--- config.mk ---
export PLATFORM = sky130hd
export DESIGN_NAME = fsm_session_arbiter
export DESIGN_NICKNAME = d
export VERILOG_FILES = /design/src/rtl/fsm_session_arbiter.sv
export SDC_FILE = /design/constraint.sdc
export NUM_CORES = 1
export LEC_CHECK = 0
export CORE_UTILIZATION = 25
export CTS_BUF_LIST = sky130_fd_sc_hd__clkbuf_16
export DETAILED_ROUTE_END_ITERATION = 10
export DONT_BUFFER_PORTS = 1
export MAX_ROUTING_LAYER = met4
export SLEW_MARGIN = 30
export SYNTH_ARGS = -nofsm -noshare
export SYNTH_HDL_FRONTEND = slang
export SYNTH_SLANG_ARGS = --single-unit
--- constraint.sdc ---
create_clock -name clk -period 4.4 [get_ports clk]
set_input_delay 0.66 -clock clk [delete_from_list [all_inputs] [get_ports clk]]
set_output_delay 0.66 -clock clk [all_outputs]
set_load 0.01 [all_outputs]
--- src/rtl/fsm_session_arbiter.sv ---
// fsm_session_arbiter: round-robin session arbiter sharing one Mealy FSM between two requesters
module fsm_session_arbiter #(
  parameter int MAX_LEN = 16,
  parameter int CNT_W   = 8
) (
  input  logic             clk,
  input  logic             rst,
  input  logic             req0_valid_i,
  input  logic [1:0]       req0_ab_i,
  input  logic             req0_last_i,
  output logic             req0_ready_o,
  input  logic             req1_valid_i,
  input  logic [1:0]       req1_ab_i,
  input  logic             req1_last_i,
  output logic             req1_ready_o,
  output logic             fsm_a_o,
  output logic             fsm_b_o,
  output logic             fsm_rst_o,
  input  logic [1:0]       fsm_y_i,
  output logic             resp_valid_o,
  output logic             resp_id_o,
  output logic [1:0]       resp_y_o,
  output logic             resp_last_o,
  output logic             abort_o,
  output logic             abort_id_o,
  output logic [CNT_W-1:0] sess_cnt0_o,
  output logic [CNT_W-1:0] sess_cnt1_o
);
  localparam int LEN_W = $clog2(MAX_LEN + 1);

  typedef enum logic [1:0] {IDLE, SERVE, GAP} state_e;

  state_e           state_q, state_d;
  logic             owner_q, owner_d, rr_q, rr_d;
  logic [LEN_W-1:0] len_q, len_d;
  logic             a_q, a_d, b_q, b_d, frst_q, frst_d;
  logic             pid_q, pid_d, plast_q, plast_d;
  logic             rv_q, rv_d, rid_q, rid_d, rlast_q, rlast_d;
  logic [1:0]       ry_q, ry_d;
  logic             abort_q, abort_d, aid_q, aid_d;
  logic [CNT_W-1:0] cnt0_q, cnt0_d, cnt1_q, cnt1_d;

  logic       serving, own_valid, own_last, accept, done, any_v, both_v;
  logic [1:0] own_ab;

  assign serving   = state_q == SERVE;
  assign own_valid = owner_q ? req1_valid_i : req0_valid_i;
  assign own_ab    = owner_q ? req1_ab_i : req0_ab_i;
  assign own_last  = owner_q ? req1_last_i : req0_last_i;
  assign accept    = serving & own_valid;
  assign done      = own_last | (len_q == LEN_W'(MAX_LEN - 1));
  assign any_v     = req0_valid_i | req1_valid_i;
  assign both_v    = req0_valid_i & req1_valid_i;

  always_comb begin
    state_d = state_q;
    owner_d = owner_q;
    rr_d    = rr_q;
    len_d   = (accept & ~done) ? len_q + LEN_W'(1) : '0;
    a_d     = accept ? own_ab[1] : a_q;
    b_d     = accept ? own_ab[0] : b_q;
    frst_d  = ~accept;
    pid_d   = owner_q;
    plast_d = accept & done;
    // the response pipeline follows the symbol applied during the previous cycle
    rv_d    = ~frst_q;
    rid_d   = pid_q;
    ry_d    = fsm_y_i;
    rlast_d = plast_q;
    abort_d = serving & ~own_valid;
    aid_d   = abort_d ? owner_q : aid_q;
    cnt0_d  = cnt0_q + CNT_W'(accept & done & ~owner_q);
    cnt1_d  = cnt1_q + CNT_W'(accept & done & owner_q);
    case (state_q)
      IDLE: begin
        state_d = any_v ? SERVE : IDLE;
        owner_d = any_v ? (both_v ? rr_q : req1_valid_i) : owner_q;
        rr_d    = both_v ? ~rr_q : rr_q;
      end
      SERVE:   state_d = (accept & ~done) ? SERVE : GAP;
      GAP:     state_d = IDLE;
      default: state_d = IDLE;
    endcase
  end

  always_ff @(posedge clk) begin
    if (rst) begin
      state_q <= IDLE;
      owner_q <= 1'b0;
      rr_q    <= 1'b0;
      len_q   <= '0;
      a_q     <= 1'b0;
      b_q     <= 1'b0;
      frst_q  <= 1'b1;
      pid_q   <= 1'b0;
      plast_q <= 1'b0;
      rv_q    <= 1'b0;
      rid_q   <= 1'b0;
      ry_q    <= 2'b00;
      rlast_q <= 1'b0;
      abort_q <= 1'b0;
      aid_q   <= 1'b0;
      cnt0_q  <= '0;
      cnt1_q  <= '0;
    end else begin
      state_q <= state_d;
      owner_q <= owner_d;
      rr_q    <= rr_d;
      len_q   <= len_d;
      a_q     <= a_d;
      b_q     <= b_d;
      frst_q  <= frst_d;
      pid_q   <= pid_d;
      plast_q <= plast_d;
      rv_q    <= rv_d;
      rid_q   <= rid_d;
      ry_q    <= ry_d;
      rlast_q <= rlast_d;
      abort_q <= abort_d;
      aid_q   <= aid_d;
      cnt0_q  <= cnt0_d;
      cnt1_q  <= cnt1_d;
    end
  end

  assign req0_ready_o = serving & ~owner_q;
  assign req1_ready_o = serving & owner_q;
  assign fsm_a_o      = a_q;
  assign fsm_b_o      = b_q;
  assign fsm_rst_o    = frst_q;
  assign resp_valid_o = rv_q;
  assign resp_id_o    = rid_q;
  assign resp_y_o     = ry_q;
  assign resp_last_o  = rlast_q;
  assign abort_o      = abort_q;
  assign abort_id_o   = aid_q;
  assign sess_cnt0_o  = cnt0_q;
  assign sess_cnt1_o  = cnt1_q;
endmodule

== Yosys cells after proc, flatten, opt, wreduce, memory -nomap -nowiden ==
Index checks and enable logic that the tools add are counted.
Storage, ports and cells
  flip-flop bits (word level): 37
  output and inout bits: 28
  logic and storage cells: 53
Cells by class
  add/subtract/negate cells: 3
  reductions and logical operators: 4
  bitwise gates (word level): 20
  equal/unequal tests: 2
  mux-type cells: 7
Operator list (count)
  1-bit bitwise AND: 9
  8-bit by 1-bit adder with 8-bit output: 1
  8-bit adder: 1
  8-bit bitwise AND: 1
  1-bit NOT with 8-bit output: 1
  1-bit NOT: 7
  5-bit by 1-bit adder with 5-bit output (second input constant): 1
  5-bit by 4-bit equality test with 1-bit output (second input constant): 1
  1-bit two-way mux: 4
  2-bit two-way mux: 2
  2-bit one-hot mux with 2 select lines: 1
  2-bit AND reduction: 2
  2-bit by 1-bit equality test with 1-bit output (second input constant): 1
  2-bit logical NOT: 1
  1-bit OR: 2
  2-bit OR reduction: 1

== Longest topological paths before layout ==
  depth after elaboration: 6
  depth in mapped cells: 10
  depth with buffers taken out: 10

== Worst setup path before layout ==
OpenSTA, ideal clock, no wires.
  path type: input -> register
  from: input req0_valid_i
  to: register cnt1_q[6], in the netlist sess_cnt1_o[6]
  path slack: 2338 ps
  data required time: 4330 ps
  cell stages on the path: 8
  arrival: 1993 ps
  buffers on the path: 0
  cell sequence: mux2_4 > nand2_1 > nor3b_2 > ha_1 > ha_1 > nand3_1 > or3_1 > a21oi_1
Between the ends
  word-level cells in the longest chain between the ends: 5
RTL lines
  start: declaration: RTL line 8  | input logic req0_valid_i,
  1-bit two-way mux: RTL line 47  | assign own_valid = owner_q ? req1_valid_i : req0_valid_i;
  1-bit bitwise AND: RTL line 50  | assign accept = serving & own_valid;
  1-bit bitwise AND (2 in a row): RTL line 73  | cnt1_d = cnt1_q + CNT_W'(accept & done & owner_q);
  8-bit by 1-bit adder with 8-bit output: RTL line 73
  end signal: assignment: RTL line 122  | cnt1_q <= cnt1_d;
  end: declaration: RTL line 41  | logic [CNT_W-1:0] cnt0_q, cnt0_d, cnt1_q, cnt1_d;
No other way between the ends.
A chain may end at the register's enable or synchronous reset.

== Worst setup path after layout ==
  from: register owner_q
  to: register cnt0_q[6], in the netlist sess_cnt0_o[6]
Between the ends
  word-level cells in the longest chain between the ends: 5
  elaborated cells on any way between the ends: 8
RTL lines
  start: declaration: RTL line 34  | logic owner_q, owner_d, rr_q, rr_d;
  start signal: assignment: RTL line 107  | owner_q <= owner_d;
  1-bit two-way mux (on tied branches): RTL line 47, 49
  1-bit bitwise AND or 1-bit OR (tied branches): RTL line 50, 51
  1-bit bitwise AND: RTL line 72  | cnt0_d = cnt0_q + CNT_W'(accept & done & ~owner_q);
  8-bit bitwise AND (*): RTL line 72
  8-bit adder (*): RTL line 72
  end signal: assignment: RTL line 121  | cnt0_q <= cnt0_d;
  end: declaration: RTL line 41
Every way passes the cells marked *; elsewhere a longest branch is shown, timed or not.

==> metrics.yaml <==
detailed_routing:
  viasPerCell: 4.444
  dr.pass1.iters: 3
  wl_um: 2743
  drc: 0
  antenna_left: 0
  wire_per_inst_um: 12.19
  drt_iter0_drc: 46
  vias: 1000
cts:
  clk_root_buffer_cell: "clkbuf_16"
  clk_pin_slew_ns: 0.06
  clock-sinks: 37
  numCtsBuffers: 5
  cts_hold_buf: 0
  cts_tree: "yes"
  clk_latency_ns: 0.27
  cts_buffer_depth: 2
  cts-resized-gates: 0
  postCtsSetupRepairBufs: 0
  h-tree-depth: 2
layout:
  n_antenna_cell: 0
  register_area_um2: 740.7
  multi_input_area_um2: 710.7
  synthToLayoutAreaGrowth_pct: 15.68
  post_route_cells_drive_above_1_share_pct: 11.11
  nFillCells: 604
  nets: 170
  stdcell_area_um2: 1717
timing:
  finalCriticalPeriod_ns: 2.283
  rsz0062_at_grt: "false"
  clock_skew_ns: 0.007058
  timing.fmax_mhz: 437.9
  final-setup-viol-count: 0
  fin_ws_ns: 2.117
  fin_crit_sh_pct: 51.90
  timing.hold.ws_ns: 0.4316
  tightest_slew_ns: 0.4363
  slew_violations: 0
  maxSlewHeadroom_pct: 70.87
  hold_violations: 0
  fin_setup_tns_ns: 0
setup_path:
  critical_path_class: "register to register"
  crit_fanout: 11
  crit_path_frequent_cell: "ha_1"
  critical-path-max-stage-delay_ns: 0.59
  critPathArrivalTime_ns: 2.44
  worstSetupEndpointType: "register"
  cp_cell_sequence: "mux2i_2 -> nor2b_4 -> nor3_1 -> ha_1 -> ha_1 -> nand3_1 -> mux2_2"
  cp_slowest_cell: "dfxtp_1"
  required_ns: 4.56
  start_kind: "register"
outcome:
  outcome: "complete, no violations"
synth:
  yosysWarnings: 0
  synth_compound_area_share_pct: 8.685
  synth_mux_area_share_pct: 4.047
  synth_top_cell_by_area: "dfxtp_1"
  synth-edff-count: 0
  synth_common_cells: "37 x dfxtp_1, 18 x nor2_1, 10 x nand3_1, 10 x nor2b_1, 9 x a21oi_1"
  ys_seq_area_share_pct: 49.92
  synth.net_count: 167
  synth_most_common_cell: "dfxtp_1"
  synthSimpleGateAreaFrac_pct: 24.79
  syn_inst: 149
  synthXorXnorAreaFrac_pct: 5.312
  ys.flop_type: "dfxtp_1"
  synth-async-reset-ratio_pct: 0
  yosys-top-cells-area: "dfxtp_1 50%, ha_1 5.1%, nor2_1 4.6%"
  syn_area_per_cell_um2: 9.959
  ys_ff_latch: 37
  synth_top_family_by_area: "simple AND/OR/NAND/NOR gates"
  yosysUniqueCellTypes: 34
  syn_area_um2: 1484
  yosysTopAreaCellShare_pct: 49.92
  synthAdderAreaFrac_pct: 5.059
floorplanning:
  fp.dieW_um: 79.05
  die_area_um2: 6248
  rows: 27
  boundaryPins: 40
  design.core.area_um2: 5608
  start_util_pct: 26.46
  die-height_um: 79.05
global_route:
  grt.met2_usage_pct: 15.09
  gr-usage-met1_pct: 10.60
  grt_pass1_wl_um: 4374
  grt.busiest_layer: "met2"
  grt_start_max_net_pins: 33
  grt_pass1_vias: 904
  gr-total-overflow: 0
  antenna_found_initial: 0
  grt_usage_pct: 9.515
  use_met3_pct: 3.908
pwr:
  ir_drop_mv: 0.1641
  leakage_nw: 0.6455
  total_power_w: 0.0007868
  p_per_area_nw_per_um2: 458.3
hold_path:
  hp-class: "register to register"
placed_design:
  dp_hpwl_um: 2017
  placed_area_um2: 1549
  place_ws_ns: 2.099
  io_buffers: 0
  globalplace.congestion: 0.7056
job:
  maxCapViolations: 0
worst max-delay path: cells and delay by family (launching register included):
family,cells,cell delay [ns]
fa+ha+maj,2,0.51
flops,1,0.59
mux,2,0.67
simple gates,3,0.40
worst paths after layout:
| kind | startpoint | end | slack [ns] | depth (start not counted) |
|---|---|---|---|---|
| min | plast_q | resp_last_o | 0.43 | 1 |
| max reg2reg | owner_q | sess_cnt0_o[6] | 2.12 | 7 |
| max | owner_q | sess_cnt0_o[6] | 2.12 | 7 |
| min reg2reg | plast_q | resp_last_o | 0.43 | 1 |
cells by family (layout without fill, tap and decap cells):
group / count (synthesis) / after routing
multiplexers: 5 / 5
XOR/XNOR: 9 / 9
flip-flops: 37 / 37
AO/OA/AOI/OAI: 22 / 22
adder cells (fa/ha/maj): 6 / 6
buffers and inverters: 6 / 10
AND/OR/NAND/NOR: 64 / 64
area by class of cell:
class	count	share of cell area, %
clock buffers	5	7.289
clock inverters	3	2.478
inverters	2	0.4373
multi-input cells	106	41.40
flip-flops and latches	37	43.15
well taps	72	5.248
registers in the layout, indices dropped and copies added, names as in the netlist:
register,count
sess_cnt0_o,8
sess_cnt1_o,8
len_q,5
resp_y_o,2
state_q,2
abort_id_o,1
abort_o,1
fsm_a_o,1
fsm_b_o,1
fsm_rst_o,1
owner_q,1
pid_q,1
plast_q,1
resp_id_o,1
resp_last_o,1
resp_valid_o,1
rr_q,1
cell usage in the layout (no fill, tap or decap), types with 2 or more instances in the layout:
cell type,count
a21oi_1,9
a311oi_1,2
and2_1,2
and3_1,2
clkbuf_16,5
dfxtp_1,37
ha_1,6
inv_1,3
mux2i_1,2
nand2_1,4
nand2b_1,3
nand3_1,10
nand4_1,2
nor2_1,18
nor2b_1,10
nor3_1,2
nor3b_2,2
o21ai_0,8
or3_1,4
xnor2_1,4
xor2_1,5
metal layers:
layer	wire length, µm	vias to the layer above
met5	0	-
met4	10	0
met3	139	2
met2	1339	23
met1	1253	453
li1	-	522
through the flow:
step / instances / utilization (%)
after floorplan: 149 / -
after global placement: 217 / 27.62
after detailed placement: 217 / 27.62
after CTS: 225 / 30.61
after global routing: 225 / 30.61
final: 225 / 30.61
report_power, final:
part	leakage [nW]	switching, W	internal (W)
registers	0.300	0.0000115	0.000345
clock network	0.0852	0.000130	0.000266
logic	0.260	0.0000165	0.0000180
(Power assumes the default switching activity.)
